## config.mk

```make
export PLATFORM = sky130hd
export DESIGN_NAME = bank_command_sequencer_flat
export DESIGN_NICKNAME = d
export VERILOG_FILES = /design/src/rtl/bank_command_sequencer_if.sv /design/src/rtl/bank_command_sequencer.sv /design/src/flat_wrapper.sv
export SDC_FILE = /design/constraint.sdc
export NUM_CORES = 1
export LEC_CHECK = 0
export ABC_AREA = 1
export BUFFER_PORTS_ARGS = -buffer_cell sky130_fd_sc_hd__buf_2
export CAP_MARGIN = 20
export CORE_MARGIN = 2
export CORE_UTILIZATION = 50
export DETAILED_ROUTE_END_ITERATION = 7
export PLACE_DENSITY = 0.77
export SLEW_MARGIN = 25
export SYNTH_ARGS = -nofsm -noshare
export SYNTH_HDL_FRONTEND = slang
export SYNTH_SLANG_ARGS = --single-unit
```

## constraint.sdc

```tcl
create_clock -name sys_clk -period 2.85 [get_ports sys_clk]
set_input_delay 0 -clock sys_clk [delete_from_list [all_inputs] [get_ports sys_clk]]
set_output_delay 0 -clock sys_clk [all_outputs]
set_load 0.02 [all_outputs]
```

## src/rtl/bank_command_sequencer_if.sv

```systemverilog
// Request, row-buffer-tracker and command signals of the bank command sequencer.
// master: upstream requester / tracker side; slave: the sequencer itself.
interface bank_command_sequencer_if;
  localparam int unsigned ROW_W = 16;
  localparam int unsigned COL_W = 10;

  logic             req_valid;
  logic             req_ready;
  logic [ROW_W-1:0] req_row;
  logic [COL_W-1:0] req_col;
  logic             req_we;
  logic             row_open;
  logic             row_hit;
  logic [ROW_W-1:0] requested_row;
  logic             row_activate;
  logic             row_precharge;
  logic             cmd_valid;
  logic [1:0]       cmd_type;
  logic [ROW_W-1:0] cmd_row;
  logic [COL_W-1:0] cmd_col;
  logic             done;

  modport master (
    output req_valid, req_row, req_col, req_we, row_open, row_hit,
    input  req_ready, requested_row, row_activate, row_precharge,
    input  cmd_valid, cmd_type, cmd_row, cmd_col, done
  );

  modport slave (
    input  req_valid, req_row, req_col, req_we, row_open, row_hit,
    output req_ready, requested_row, row_activate, row_precharge,
    output cmd_valid, cmd_type, cmd_row, cmd_col, done
  );
endinterface

```

## src/rtl/bank_command_sequencer.sv

```systemverilog
// Single-bank DRAM command sequencer: turns one row/column request into the
// PRE / ACT / RD|WR command sequence, honouring tRP and tRCD.
// Optional macro BANK_SEQ_AUTO_PRECHARGE_EN selects a close-page policy
// (precharge after every access); undefined gives an open-page policy.
module bank_command_sequencer #(
  parameter int unsigned T_RP  = 3,
  parameter int unsigned T_RCD = 3
) (
  input logic sys_clk,
  input logic sys_rst,
  bank_command_sequencer_if.slave bus
);
  localparam int unsigned ROW_W = 16;
  localparam int unsigned COL_W = 10;
  localparam int unsigned CNT_W = 4;

  localparam logic [1:0] CMD_ACT = 2'd0;
  localparam logic [1:0] CMD_PRE = 2'd1;
  localparam logic [1:0] CMD_RD  = 2'd2;
  localparam logic [1:0] CMD_WR  = 2'd3;

  typedef enum logic [2:0] {
    IDLE, CHECK, PRECHARGE, WAIT_RP, ACTIVATE, WAIT_RCD, ACCESS
  } state_t;

  typedef struct packed {
    logic             valid;
    logic [1:0]       kind;
    logic [ROW_W-1:0] row;
    logic [COL_W-1:0] col;
    logic             done;
    logic             act;
    logic             pre;
  } cmd_t;

  state_t           state;
  logic [CNT_W-1:0] cnt;
  logic [ROW_W-1:0] row_q;
  logic [COL_W-1:0] col_q;
  logic             we_q;
  logic             ready_q;
  cmd_t             cmd_q;
`ifdef BANK_SEQ_AUTO_PRECHARGE_EN
  logic             closing;
`endif

  function automatic cmd_t cmd_pre();
    cmd_t c;
    c       = '0;
    c.valid = 1'b1;
    c.kind  = CMD_PRE;
    c.pre   = 1'b1;
    return c;
  endfunction

  function automatic cmd_t cmd_act(input logic [ROW_W-1:0] row);
    cmd_t c;
    c       = '0;
    c.valid = 1'b1;
    c.kind  = CMD_ACT;
    c.row   = row;
    c.act   = 1'b1;
    return c;
  endfunction

  function automatic cmd_t cmd_access(input logic we, input logic [COL_W-1:0] col);
    cmd_t c;
    c       = '0;
    c.valid = 1'b1;
    c.kind  = we ? CMD_WR : CMD_RD;
    c.col   = col;
    c.done  = 1'b1;
    return c;
  endfunction

  // Sequencer FSM; command outputs are registered on entry to the issuing state.
  always_ff @(posedge sys_clk) begin
    if (sys_rst) begin
      state   <= IDLE;
      cnt     <= '0;
      row_q   <= '0;
      col_q   <= '0;
      we_q    <= 1'b0;
      ready_q <= 1'b1;
      cmd_q   <= '0;
`ifdef BANK_SEQ_AUTO_PRECHARGE_EN
      closing <= 1'b0;
`endif
    end else begin
      cmd_q <= '0;
      case (state)
        IDLE: begin
          if (bus.req_valid && ready_q) begin
            row_q   <= bus.req_row;
            col_q   <= bus.req_col;
            we_q    <= bus.req_we;
            ready_q <= 1'b0;
            state   <= CHECK;
          end
        end
        CHECK: begin
          if (bus.row_hit) begin
            cmd_q <= cmd_access(we_q, col_q);
            state <= ACCESS;
          end else if (bus.row_open) begin
            cmd_q <= cmd_pre();
            state <= PRECHARGE;
          end else begin
            cmd_q <= cmd_act(row_q);
            state <= ACTIVATE;
          end
        end
        PRECHARGE: begin
          cnt   <= CNT_W'(T_RP - 2);
          state <= WAIT_RP;
        end
        WAIT_RP: begin
          if (cnt == '0) begin
`ifdef BANK_SEQ_AUTO_PRECHARGE_EN
            if (closing) begin
              closing <= 1'b0;
              ready_q <= 1'b1;
              state   <= IDLE;
            end else begin
              cmd_q <= cmd_act(row_q);
              state <= ACTIVATE;
            end
`else
            cmd_q <= cmd_act(row_q);
            state <= ACTIVATE;
`endif
          end else begin
            cnt <= cnt - CNT_W'(1);
          end
        end
        ACTIVATE: begin
          cnt   <= CNT_W'(T_RCD - 2);
          state <= WAIT_RCD;
        end
        WAIT_RCD: begin
          if (cnt == '0) begin
            cmd_q <= cmd_access(we_q, col_q);
            state <= ACCESS;
          end else begin
            cnt <= cnt - CNT_W'(1);
          end
        end
        ACCESS: begin
`ifdef BANK_SEQ_AUTO_PRECHARGE_EN
          cmd_q   <= cmd_pre();
          closing <= 1'b1;
          state   <= PRECHARGE;
`else
          ready_q <= 1'b1;
          state   <= IDLE;
`endif
        end
        default: begin
          ready_q <= 1'b1;
          state   <= IDLE;
        end
      endcase
    end
  end

  assign bus.req_ready     = ready_q;
  assign bus.requested_row = row_q;
  assign bus.cmd_valid     = cmd_q.valid;
  assign bus.cmd_type      = cmd_q.kind;
  assign bus.cmd_row       = cmd_q.row;
  assign bus.cmd_col       = cmd_q.col;
  assign bus.done          = cmd_q.done;
  assign bus.row_activate  = cmd_q.act;
  assign bus.row_precharge = cmd_q.pre;
endmodule

```

## src/flat_wrapper.sv

```systemverilog
// flat-port wrapper written by rule: the top's interface ports become plain ports
module bank_command_sequencer_flat 
#(
  parameter int unsigned T_RP  = 3,
  parameter int unsigned T_RCD = 3
)
  (sys_clk, sys_rst, bus_req_valid, bus_req_row, bus_req_col, bus_req_we, bus_row_open, bus_row_hit, bus_req_ready, bus_requested_row, bus_row_activate, bus_row_precharge, bus_cmd_valid, bus_cmd_type, bus_cmd_row, bus_cmd_col, bus_done);
  bank_command_sequencer_if bus_i ();
  input logic sys_clk;
  input logic sys_rst;
  input wire logic [$bits(bus_i.req_valid)-1:0] bus_req_valid;
  input wire logic [$bits(bus_i.req_row)-1:0] bus_req_row;
  input wire logic [$bits(bus_i.req_col)-1:0] bus_req_col;
  input wire logic [$bits(bus_i.req_we)-1:0] bus_req_we;
  input wire logic [$bits(bus_i.row_open)-1:0] bus_row_open;
  input wire logic [$bits(bus_i.row_hit)-1:0] bus_row_hit;
  output wire logic [$bits(bus_i.req_ready)-1:0] bus_req_ready;
  output wire logic [$bits(bus_i.requested_row)-1:0] bus_requested_row;
  output wire logic [$bits(bus_i.row_activate)-1:0] bus_row_activate;
  output wire logic [$bits(bus_i.row_precharge)-1:0] bus_row_precharge;
  output wire logic [$bits(bus_i.cmd_valid)-1:0] bus_cmd_valid;
  output wire logic [$bits(bus_i.cmd_type)-1:0] bus_cmd_type;
  output wire logic [$bits(bus_i.cmd_row)-1:0] bus_cmd_row;
  output wire logic [$bits(bus_i.cmd_col)-1:0] bus_cmd_col;
  output wire logic [$bits(bus_i.done)-1:0] bus_done;
  assign bus_i.req_valid = bus_req_valid;
  assign bus_i.req_row = bus_req_row;
  assign bus_i.req_col = bus_req_col;
  assign bus_i.req_we = bus_req_we;
  assign bus_i.row_open = bus_row_open;
  assign bus_i.row_hit = bus_row_hit;
  assign bus_req_ready = bus_i.req_ready;
  assign bus_requested_row = bus_i.requested_row;
  assign bus_row_activate = bus_i.row_activate;
  assign bus_row_precharge = bus_i.row_precharge;
  assign bus_cmd_valid = bus_i.cmd_valid;
  assign bus_cmd_type = bus_i.cmd_type;
  assign bus_cmd_row = bus_i.cmd_row;
  assign bus_cmd_col = bus_i.cmd_col;
  assign bus_done = bus_i.done;
  bank_command_sequencer #(.T_RP(T_RP), .T_RCD(T_RCD)) u_core (.sys_clk(sys_clk), .sys_rst(sys_rst), .bus(bus_i));
endmodule
```

==> out/results.ini, run 1 <==
[placed_design]
gp_congestion = 0.8905
placedCellCount = 404
dp_hpwl_um = 3305
dp_slack_ns = 1.100
io_buffers = 80

[cts]
cts.sinks = 66
cts_buffers = 9
cts_tree = yes
clock_tree.buffer_depth = 2
htreeDepth = 3
insertion_delay_ns = 0.34
cts_setup_buffers = 0
cts_root_buf = clkbuf_8
clkTransAtPathRegs_ns = 0.07

[logic_synthesis]
syn_area_um2 = 2335
synth_area_per_cell_um2 = 8.279
synth_cells = 282
ys.warnings.count = 0
synth_seq_cells = 66
synth_seq_area_share_pct = 56.59
yosysTopAreaCell = dfxtp_1
syn_nets = 315
yosys.cell_types.count = 26
synth_area_leaders = dfxtp_1, inv_1, a21oi_1
yosysTopAreaCellShare_pct = 56.59

[timing]
maxSlewHeadroom_pct = 49.75
period_share_pct = 62.71
fin_worst_skew_ns = 0.008375
period_needed_ns = 1.787
rsz0062_at_grt = false
worst_slew_pin_slew_ns = 0.7487
finalMaxSlewViolations = 0
setup_violations = 0
max_freq_mhz = 559.6
finalHoldViolations = 0
fin_setup_tns_ns = 0
setup_slack_ns = 1.063

[setup_path]
worst-r2r-setup-slack_ns = 1.06
worst-path-max-fanout = 11
worst_ep_arrival_time_ns = 1.98
cp_common_cell = nor2_1
cp_data_required_time_ns = 3.04
path_cells = inv_1 > nand3_1 > nor2_1 > o21ai_1 > nor2_1
critPathMaxStageDelay_ns = 0.61
crit_family = compound AO/OA/AOI/OAI gates
cp_slowest_cell = o21ai_1
cp-start-kind = flop
crit_type = reg -> reg
crit_path_end_kind = flop
cp_num_buf_inv = 1

[global_routing]
grt_usage_pct = 22.70
grt_overflow = 0
grt_pass1_wl_um = 8901
grt_start_max_net_pins = 35
first_global_vias = 1990
antenna_found_initial = 0

[cells_and_area]
layout-drive-gt1-share_pct = 27.89
fin_cells = 450
layout_common_cells = buf_2, dfxtp_1, inv_1
area_growth_pct = 40.51
nNetsFinal = 426
antenna_cells = 0
final_common_cell = buf_2

[die]
io_pins = 81
start_util_pct = 52.89
die_area_um2 = 5232
core_um2 = 4414
rows = 24
die_w_um = 72.34
die_h_um = 72.34

[routing]
vias = 2150
dr.first_iter.drc_count = 108
wirelength_um = 5640
wl_per_cell_um = 12.53
dr.pass1.iters = 4
drcViolationCount = 0
via_per_inst = 4.778
drtAntennaViolNets = 0

[worst_hold_path]
hold_path.class = in -> reg

[job]
maxCapViolations = 0

[pwr]
powerDensity_nw_per_um2 = 935.1
ir_drop_uv = 492.6
leakagePower_nw = 1.586

[run_status]
status = finished, final reports clean

==> stage by stage <==
stage | hold WS (ns) | utilization [%] | total power [mW] | instance area, um^2
CTS | 0.1417 | 74.32 | 3.060 | 3281
global route | 0.1699 | 74.32 | 3.246 | 3281
global placement | 0.2767 | 62.13 | 2.087 | 2743
floorplan | 0.06907 | - | 1.888 | 2335
finish | 0.1500 | 74.32 | 3.068 | 3281
detailed placement | 0.2871 | 62.13 | 2.107 | 2743
==> state kept, by name, indices dropped and copies added, names as in the netlist, 3 cells and up <==
name / cells
u_core.state: 3
u_core.col_q: 10
u_core.cnt: 4
u_core.bus.requested_row: 16
u_core.bus.cmd_row: 16
u_core.bus.cmd_col: 10
==> worst paths after layout <==
| check | start | to | depth (start not counted) |
|---|---|---|---|
| max | u_core.state[1] | u_core.bus.cmd_col[1] | 5 |
| min | bus_req_valid | u_core.state[1] | 5 |
| max reg2reg | u_core.state[1] | u_core.bus.cmd_col[1] | 5 |
| min reg2reg | u_core.col_q[9] | u_core.bus.cmd_col[9] | 2 |
==> cells by family after synthesis <==
group / after synthesis / share of synthesized area [%]
adders and majority gates: 1 / 0.5358
buffers and inverters: 60 / 10.82
and+or+nand+nor: 87 / 16.88
xor gates and xnor gates: 1 / 0.3752
DFF: 66 / 56.59
AOI/OAI and AO/OA: 67 / 14.79
==> layout make-up <==
class                   count  area (um^2)
flip-flops and latches     66         1321
fillers                   321         1134
multi-input cells         156        760.7
repair buffers            112        715.7
inverters                  48        180.2
clock buffers              13        168.9
clock inverters             3        68.82
well taps                  52        65.06
==> worst reg2reg max path, delay by kind of cell, from the launching register on <==
family	cells	cell delay, ns
AO/OA/AOI/OAI	1	0.61
buffers and inverters	1	0.12
flip-flops	1	0.53
AND/OR/NAND/NOR	3	0.38
==> metal layers <==
layer	vias up	track usage (%)	share of wire [%]
li1	1103	-	-
met1	961	25.86	41
met2	72	37.72	50
met3	14	7.222	5.6
met4	0	12.37	3.1
met5	-	0	0
==> cell usage after synthesis, drive strengths merged <==
cell,n
a21oi,34
buf,6
clkbuf,6
dfxtp,66
ha,1
inv,48
nand2,33
nand3,14
nor2,37
nor3,3
o21ai,32
o21bai,1
xor2,1
==> where the power goes <==
group | internal (mW) | switching [mW] | leakage (nW)
combinational | 0.311 | 0.617 | 0.928
clock | 0.568 | 0.362 | 0.120
sequential | 1.11 | 0.100 | 0.538
total | 1.99 | 1.08 | 1.59
==> timing repair <==
item,4_1_cts,5_1_grt
gates resized for setup,0,0
hold endpoints to repair,33,0
hold buffers,30,0
No activity file was read; power rests on OpenSTA's default activity.
==> inputs of run 2 (changes only) <==
--- a/config.mk
+++ b/config.mk
@@ -9,9 +9,9 @@
 export BUFFER_PORTS_ARGS = -buffer_cell sky130_fd_sc_hd__buf_2
 export CAP_MARGIN = 20
 export CORE_MARGIN = 2
-export CORE_UTILIZATION = 50
+export CORE_UTILIZATION = 49
 export DETAILED_ROUTE_END_ITERATION = 7
-export PLACE_DENSITY = 0.77
+export PLACE_DENSITY = 0.75
 export SLEW_MARGIN = 25
 export SYNTH_ARGS = -nofsm -noshare
 export SYNTH_HDL_FRONTEND = slang
==> constraint.sdc (replaced) <==
create_clock -name sys_clk -period 1.7 [get_ports sys_clk]
set_input_delay 0 -clock sys_clk [delete_from_list [all_inputs] [get_ports sys_clk]]
set_output_delay 0 -clock sys_clk [all_outputs]
set_load 0.02 [all_outputs]
==> out/results.ini, run 2 (synthesis gave the netlist of run 1 again) <==
[run_status]
status = finished, final reports clean

[routing]
drtAntennaViolNets = 0  ; unchanged
vias = 2158  ; +0.37%
via_per_inst = 4.743  ; -0.73%
dr.pass1.iters = 4  ; unchanged
dr.first_iter.drc_count = 68  ; -37%
drcViolationCount = 0  ; unchanged
wl_per_cell_um = 11.64  ; -7.1%
wirelength_um = 5296  ; -6.1%

[job]
maxCapViolations = 0  ; unchanged

[setup_path]
worst_r2r_endpoint = u_core.bus.cmd_row[10]
crit_family = simple AND/OR/NAND/NOR gates
cp_num_buf_inv = 1  ; unchanged
crit_type = reg -> reg
reg2regPathDepth = 6  ; +1
crit_path_end_kind = flop
cp_slowest_cell = dfxtp_1
worstReg2RegStart = u_core.cnt[0]
cp_data_required_time_ns = 1.96  ; -1.08 ns
cp.depth = 6  ; +1
worst_ep_arrival_time_ns = 1.74  ; -0.24 ns
worst-r2r-setup-slack_ns = 0.22  ; -0.84 ns
path_cells = inv_1 > ha_1 > nand3_1 > o21ai_2 > nand2_4 > nor2_1
worstSetupStartpoint = u_core.cnt[0]
endpoint = u_core.bus.cmd_row[10]
cp-start-kind = flop
critPathMaxStageDelay_ns = 0.31  ; -0.30 ns
worst-path-max-fanout = 17  ; +6

[cts]
cts_buffers = 9  ; unchanged
cts.sinks = 66  ; unchanged
htreeDepth = 3  ; unchanged
clkTransAtPathRegs_ns = 0.07  ; about the same
cts.repair.resized = 0  ; unchanged
clock_tree.buffer_depth = 2  ; unchanged
cts_root_buf = clkbuf_8
cts_tree = yes
insertion_delay_ns = 0.33  ; about the same

[global_routing]
antenna_found_initial = 0  ; unchanged
grt_overflow = 0  ; unchanged
grt_pass1_wl_um = 8183  ; -8.1%
grt_start_max_net_pins = 33  ; -5.7%
grt_usage_pct = 20.16  ; -2.5 points
first_global_vias = 1878  ; -5.6%

[die]
die_h_um = 73.03  ; +0.95%
start_util_pct = 50.09  ; -2.8 points
rows = 25  ; +4.2%
io_pins = 81  ; unchanged
core_um2 = 4661  ; +5.6%
die_w_um = 73.03  ; +0.95%
die_area_um2 = 5333  ; +1.9%

[placed_design]
place_area_um2 = 2768  ; +0.91%
dp_hpwl_um = 3483  ; +5.4%
placedCellCount = 409  ; +1.2%
gp_congestion = 0.8461  ; -5.0%
io_buffers = 80  ; unchanged

[cells_and_area]
layout_common_cells = buf_2, dfxtp_1, inv_1
layout-drive-gt1-share_pct = 27.68  ; -0.21 points
final_area_um2 = 3233  ; -1.4%
final_common_cell = buf_2
area_growth_pct = 38.48
antenna_cells = 0  ; unchanged
nNetsFinal = 429  ; +0.70%
fin_cells = 455  ; +1.1%

[worst_hold_path]
hold_start = bus_req_valid
holdPathStages = 5  ; unchanged
hold_path.class = in -> reg

[pwr]
powerDensity_nw_per_um2 = 1457  ; +56%
pwr-share-clk_pct = 23.7  ; -6.6 points
switching_share_pct = 36.94  ; +1.8 points
total_power_mw = 4.712  ; +54%
power_frac_seq_pct = 43.0  ; +3.5 points
switching_power_mw = 1.741  ; +61%
comb_power_share_pct = 33.3  ; +3.1 points
ir_drop_uv = 809.6  ; +64%
leakagePower_nw = 1.560  ; -1.6%
internal-power_mw = 2.972  ; +49%

[timing]
max_freq_mhz = 675.1  ; +21%
finalHoldViolations = 0  ; unchanged
fin_worst_skew_ns = 0.005644  ; -0.002731 ns
setup_violations = 0  ; unchanged
fin_setup_tns_ns = 0  ; unchanged
maxSlewHeadroom_pct = 78.06  ; +28 points
finalMaxSlewViolations = 0  ; unchanged
period_needed_ns = 1.481  ; -0.3059 ns
rsz0062_at_grt = false
period_share_pct = 87.13  ; +24 points
worst_slew_pin_slew_ns = 0.3286  ; -0.4200 ns

## run 2: changes by cell type in the layout (fill, tap and decap cells not counted), sizes merged
cell,previous run,this run
clkinv,0,1
bufinv,2,0
clkinvlp,0,1
clkbuf,13,14
buf,82,85
inv,49,48
## run 2: cell type report
cell class                 count  area (um^2)
sequential                    66         1321
inverter                      48        180.2
clock inverter                 2        12.51
clock buffer                  14        152.6
fill                         386         1428
timing repair buffer         115        738.2
tap                           54        67.56
multi-input combinational    156        760.7
## run 2: power by group through the flow
stage / sequential (mW) / combinational [mW] / clock (mW)
3_5_place_dp: 2.06 / 1.51 / 0
4_1_cts: 2.02 / 1.56 / 1.15
2_1_floorplan: 2.26 / 0.905 / 0
5_1_grt: 2.06 / 1.75 / 1.21
6_report: 2.03 / 1.57 / 1.12
3_3_place_gp: 2.05 / 1.47 / 0
## run 2: worst min-delay path by stage
| stage | slack, ns | to |
|---|---|---|
| floorplan | 0.07 | u_core.cnt[1] |
| global placement | 0.28 | u_core.bus.requested_row[1] |
| detailed placement | 0.28 | u_core.cnt[1] |
| CTS | 0.16 | u_core.state[1] |
| global route | 0.21 | u_core.state[1] |
| finish | 0.16 | u_core.state[1] |
## run 2: what timing repair did
| action | CTS | global route |
|---|---|---|
| hold buffers | 30 | 0 |
| buffers inserted | 0 | 0 |
| endpoints found under the hold margin | 33 | 0 |
## run 2: worst reg2reg max path: stages (launching register included)
cell	delay, ns
dfxtp_1	0.31
inv_1	0.12
ha_1	0.23
nand3_1	0.19
o21ai_2	0.22
nand2_4	0.17
nor2_1	0.16
## run 2: per-layer routing
| metal | wire, um | share of wire [%] | track usage (%) |
|---|---|---|---|
| met5 | 0 | 0 | 0 |
| met2 | 2665 | 50 | 33.23 |
| met1 | 2212 | 42 | 22.51 |
| met4 | 123 | 2.3 | 11.93 |
| met3 | 295 | 5.6 | 6.630 |
## run 2: stage by stage
stage                     utilization [%]  worst slack, ns  hold slack, ns
final                               69.37           0.2188          0.1559
after global routing                69.37           0.1098          0.2050
after CTS                           69.37           0.2481          0.1557
after detailed placement            59.38           0.2624          0.2831
after global placement              59.38           0.3089          0.2750
after floorplan                         -           0.4164         0.06907
